<file path="src/rtl/regfile_sb.sv">
// regfile_sb: parametrised register file with write bypass, optional zero R0 and busy scoreboard
module regfile_sb #(
  parameter int WIDTH = 8,
  parameter int NREGS = 4,
  localparam int AW = $clog2(NREGS),
  parameter bit BYPASS = 1'b1,
  parameter bit ZERO_R0 = 1'b0,
  parameter logic [WIDTH-1:0] RESET_VAL = '0
) (
  input  logic             clk,
  input  logic             rst,
  input  logic             we,
  input  logic [AW-1:0]    waddr,
  input  logic [WIDTH-1:0] wdata,
  input  logic [AW-1:0]    raddr_a,
  input  logic [AW-1:0]    raddr_b,
  output logic [WIDTH-1:0] rdata_a,
  output logic [WIDTH-1:0] rdata_b,
  input  logic             rsv,
  input  logic [AW-1:0]    rsv_addr,
  output logic             busy_a,
  output logic             busy_b,
  output logic             stall,
  output logic [NREGS-1:0] busy_vec
);
  logic [WIDTH-1:0] regs [NREGS];
  logic [NREGS-1:0] busy, busy_nxt;
  logic             fwd_a, fwd_b, zero_a, zero_b, wr_ok;
  assign wr_ok = we && !(ZERO_R0 && waddr == '0);
  always_comb begin
    busy_nxt = busy;
    if (we) busy_nxt[waddr] = 1'b0;
    if (rsv) busy_nxt[rsv_addr] = 1'b1;
    if (ZERO_R0) busy_nxt[0] = 1'b0;
  end
  always_ff @(posedge clk) begin
    if (rst) begin
      for (int i = 0; i < NREGS; i++) regs[i] <= RESET_VAL;
      busy <= '0;
    end else begin
      if (wr_ok) regs[waddr] <= wdata;
      busy <= busy_nxt;
    end
  end
  assign fwd_a   = BYPASS && we && waddr == raddr_a;
  assign fwd_b   = BYPASS && we && waddr == raddr_b;
  assign zero_a  = ZERO_R0 && raddr_a == '0;
  assign zero_b  = ZERO_R0 && raddr_b == '0;
  assign rdata_a = zero_a ? '0 : fwd_a ? wdata : regs[raddr_a];
  assign rdata_b = zero_b ? '0 : fwd_b ? wdata : regs[raddr_b];
  assign busy_a  = fwd_a ? 1'b0 : busy[raddr_a];
  assign busy_b  = fwd_b ? 1'b0 : busy[raddr_b];
  assign stall   = busy_a | busy_b;
  assign busy_vec = busy;
endmodule

</file>
<file path="config.mk">
export PLATFORM = sky130hd
export DESIGN_NAME = regfile_sb
export DESIGN_NICKNAME = d
export VERILOG_FILES = /design/src/rtl/regfile_sb.sv
export SDC_FILE = /design/constraint.sdc
export NUM_CORES = 1
export LEC_CHECK = 0
export ABC_CLOCK_PERIOD_IN_PS = 2900
export BUFFER_PORTS_ARGS = -buffer_cell sky130_fd_sc_hd__buf_2
export CAP_MARGIN = 20
export CORE_ASPECT_RATIO = 2
export CORE_UTILIZATION = 55
export DETAILED_ROUTE_END_ITERATION = 10
export PLACE_DENSITY_LB_ADDON = 0.3
export SYNTH_ARGS = -nofsm -noshare
export SYNTH_HDL_FRONTEND = slang
export SYNTH_SLANG_ARGS = --single-unit
</file>
<file path="constraint.sdc">
create_clock -name clk -period 2.9 [get_ports clk]
set_input_delay 0.145 -clock clk [delete_from_list [all_inputs] [get_ports clk]]
set_output_delay 0.145 -clock clk [all_outputs]
set_load 0.02 [all_outputs]
</file>
==> flow_summary.rst <==
.. list-table::
   :header-rows: 1

   * - Metric
     - Value
   * - Max Fanout on Critical Path
     - 2
   * - Area share of the leading cell type in the synthesized netlist
     - between 40 and 50%
   * - CTS buffer count
     - 5
   * - I/O pin cnt
     - between 40 and 50
   * - Count of cell types in the netlist
     - 22
   * - Layout net count
     - between 200 and 250
   * - Via-per-instance ratio
     - 5.85
   * - Class of the most critical hold timing path
     - in -> reg
   * - Highest-delay cell along the critical path
     - sky130_fd_sc_hd__mux4_2
   * - Sw power
     - between 0.0003 and 0.0004 W
   * - Row count
     - 31
   * - Primary FF master, synth
     - sky130_fd_sc_hd__edfxtp_1
   * - Share of total power consumed by net switching
     - between 20% and 30%
   * - Via count of the first global-routing pass
     - about 1500
   * - Family with the most delay on the worst path
     - multiplexers
   * - Worst setup skew after layout
     - 0 ps
   * - Detail Placement HPWL
     - between 3 and 4 mm
   * - Met3 Usage GRT
     - around 3.8%
   * - Data arrival time of the critical path
     - 1600 ps
   * - Post-Synthesis Cell Area
     - between 0.002 and 0.0025 sq mm
   * - Total count of max-transition violations in the final report
     - 0
   * - RSZ-0062 raised after global routing
     - false
   * - Remaining antenna violation count
     - 0
   * - Grt ovf
     - 0
   * - Height of the die
     - about 90 um
   * - Number of max-capacitance violations reported
     - 0
   * - Number of buffers on the longest clock path
     - 2
   * - Fraction of registers with async set or reset after synthesis
     - 0%
   * - Post-layout power
     - approximately 0.0013 W
   * - Routing usage on met1
     - between 20% and 30%
   * - First DRT Iteration DRCs
     - between 60 and 70
   * - Count of inserted antenna diode cells
     - 0
   * - Buffer count from post-CTS setup fixing
     - 0
   * - Port Buf Inserts
     - between 40 and 50
   * - Fraction of the yosys area taken by sequential cells
     - around half
   * - Quantity of gates resized following cts
     - 0
   * - Largest net degree at the start of global routing
     - 12
   * - GRT Total Usage
     - around a quarter
   * - Number of enable flip-flop cells after synthesis
     - 32
   * - CTS tree
     - built
   * - Worst Max-Slew Pin Slew
     - just under 700 ps
   * - Busiest grt layer
     - met2
   * - Mapped Cells
     - ~150
   * - Achievable Freq
     - 573 MHz
   * - Internal power consumption
     - ~0.00095 W
   * - Sink Count
     - 36
   * - Clock latency reported for the late side of the worst-skew pair
     - about 270 ps
   * - Clock root buffer master
     - sky130_fd_sc_hd__clkbuf_8
   * - Setup Crit Path Kind
     - reg -> out
   * - Count of buffering cells on the critical path with inverters included
     - 1
   * - CTS H-Tree Depth
     - 2
   * - Required time of the worst setup path
     - ~2800 ps
   * - Met2 Use GR
     - between 40% and 50%
   * - Ordered list of cells on the worst path
     - mux4_2 -> mux2_4 -> buf_2
   * - Largest area contributor in the netlist
     - sky130_fd_sc_hd__edfxtp_1
   * - Critical path launch point type
     - register
   * - Slowest stage delay, CP
     - ~480 ps
   * - TNS Setup
     - 0 ps
   * - Total via count in the routed design
     - 1416
   * - IR Drop Worst-Case VDD
     - 418 uV
   * - Clock transition at the register clock pins on the worst setup and hold paths after CTS
     - roughly 70 ps
   * - Tcrit/Tclk final
     - around 60%
   * - Sequential group share of total power
     - between 40% and 50%
   * - Die Outline Area
     - approximately 0.0042 sq mm
   * - Avg Synthesized Cell Area
     - roughly 14 sq um
   * - Core outline area
     - ~0.0037 sq mm
   * - Number of search-and-repair iterations in the first detailed-routing pass
     - 4
   * - RePlAce Congestion
     - ~0.84
   * - Routed Wire Length
     - 4.51 mm
   * - Hold buffer count at cts
     - 0
   * - Initial cell density of the core
     - 58.3%
   * - Yosys warning total
     - 0
   * - Count of endpoints failing setup in the final report
     - 0
   * - X dimension of the die
     - about 46 um
   * - Post-synthesis sequential element count
     - 36
   * - First-pass GRT wire length
     - 7.07 mm
   * - Pwr per Cell Area
     - between 500 and 600 mW/mm^2
   * - Share of power burned in the clock network
     - ~28%
   * - Total leakage power
     - between 1 and 1.5 nW
   * - Initial antenna violation count
     - 0
   * - Area growth from synthesis to final layout
     - 14.5%
   * - Post-DR wirelength/cell
     - roughly 19 um
   * - Most used cells in the layout excluding fill and tap cells
     - sky130_fd_sc_hd__buf_2, sky130_fd_sc_hd__edfxtp_1, sky130_fd_sc_hd__nor2_1, sky130_fd_sc_hd__mux4_2, sky130_fd_sc_hd__mux2_4
   * - Worst setup EP type
     - primary output
   * - Number of DRC violations after detailed routing
     - 0
   * - Most area-consuming cells after synthesis
     - sky130_fd_sc_hd__edfxtp_1, sky130_fd_sc_hd__mux4_2, sky130_fd_sc_hd__mux2_4, sky130_fd_sc_hd__nor2_1, sky130_fd_sc_hd__dfxtp_1
   * - Post-synthesis net count
     - between 150 and 200
   * - Worst slew margin relative to its limit
     - a little over half
   * - Combinational group share of total power
     - a little under a quarter
   * - Hold violation count in the final report
     - 0
   * - Fin crit period
     - about 1700 ps
   * - Result of the run
     - finished, final reports clean
   * - Leading cell type in the layout, fill and taps excluded
     - sky130_fd_sc_hd__buf_2
   * - Share of cells above drive strength 1
     - a little under half
[power by group through the flow]
stage	clock, W	sequential (W)	combinational (W)
5_1_grt	0.000392	0.000628	0.000329
6_report	0.000362	0.000624	0.000308
3_3_place_gp	0	0.000631	0.000303
2_1_floorplan	0	0.000630	0.000232
3_5_place_dp	0	0.000635	0.000310
4_1_cts	0.000369	0.000624	0.000311
[registers in the layout, indices dropped and copies added, names as in the netlist]
signal    count
regs         32
busy_vec      4
[synth_stat cells, types with 2 or more instances]
cell type,instances
sky130_fd_sc_hd__o22ai_1,2
sky130_fd_sc_hd__inv_1,13
sky130_fd_sc_hd__nor2_1,26
sky130_fd_sc_hd__a22o_1,2
sky130_fd_sc_hd__xnor2_2,4
sky130_fd_sc_hd__nand2b_1,2
sky130_fd_sc_hd__nand3b_1,2
sky130_fd_sc_hd__a21oi_1,2
sky130_fd_sc_hd__nor2b_1,2
sky130_fd_sc_hd__buf_2,7
sky130_fd_sc_hd__edfxtp_1,32
sky130_fd_sc_hd__and2_1,2
sky130_fd_sc_hd__nand3_4,2
sky130_fd_sc_hd__nand2_1,10
sky130_fd_sc_hd__mux4_2,18
sky130_fd_sc_hd__mux2_4,16
sky130_fd_sc_hd__dfxtp_1,4
sky130_fd_sc_hd__buf_6,2
[through the flow]
stage / utilization, % / hold slack [ps] / instances / area, sq um / setup slack, ps
floorplan: - / 214 / 152 / 2150 / 1460
global placement: 64.2 / 366 / 234 / 2360 / 1290
detailed placement: 64.2 / 382 / 234 / 2360 / 1250
CTS: 66.7 / 87.1 / 242 / 2460 / 1150
global route: 66.7 / 94.8 / 242 / 2460 / 1110
finish: 66.7 / 94.1 / 242 / 2460 / 1160
[path summary, 6_finish.rpt]
| path | start | to | slack, ps | depth (start not counted) |
|---|---|---|---|---|
| hold / removal | rsv_addr[1] | busy_vec[1] | 90 | 2 |
| hold reg to reg | busy_vec[2] | busy_vec[2] | 490 | 2 |
| setup reg to reg | busy_vec[1] | busy_vec[1] | 2240 | 2 |
| setup / recovery | regs[2][7] | rdata_b[7] | 1160 | 3 |
[metal layers]
metal | up-vias | wire [um]
li1 | 636 | -
met1 | 707 | 1440
met2 | 71 | 2800
met3 | 2 | 236
met4 | 0 | 31
met5 | - | 0
[layout make-up]
cell class              count  area, sq um
repair buffers             43          218
fillers                   296         1230
clock inverters             1         7.51
multi-input cells          93          996
clock buffers               7         86.3
flip-flops and latches     36         1040
well taps                  49         61.3
inverters                  13         48.8
[logic make-up after synthesis]
kind of cell / after synthesis / synth area share, %
flip-flops: 36 / 48.5
AND/OR/NAND/NOR: 47 / 10.7
XOR/XNOR: 4 / 3.03
AO/OA/AOI/OAI: 8 / 2.62
buffers and inverters: 23 / 5.13
multiplexers: 34 / 30.1
Note: power is estimated with default switching activity, not from simulation.
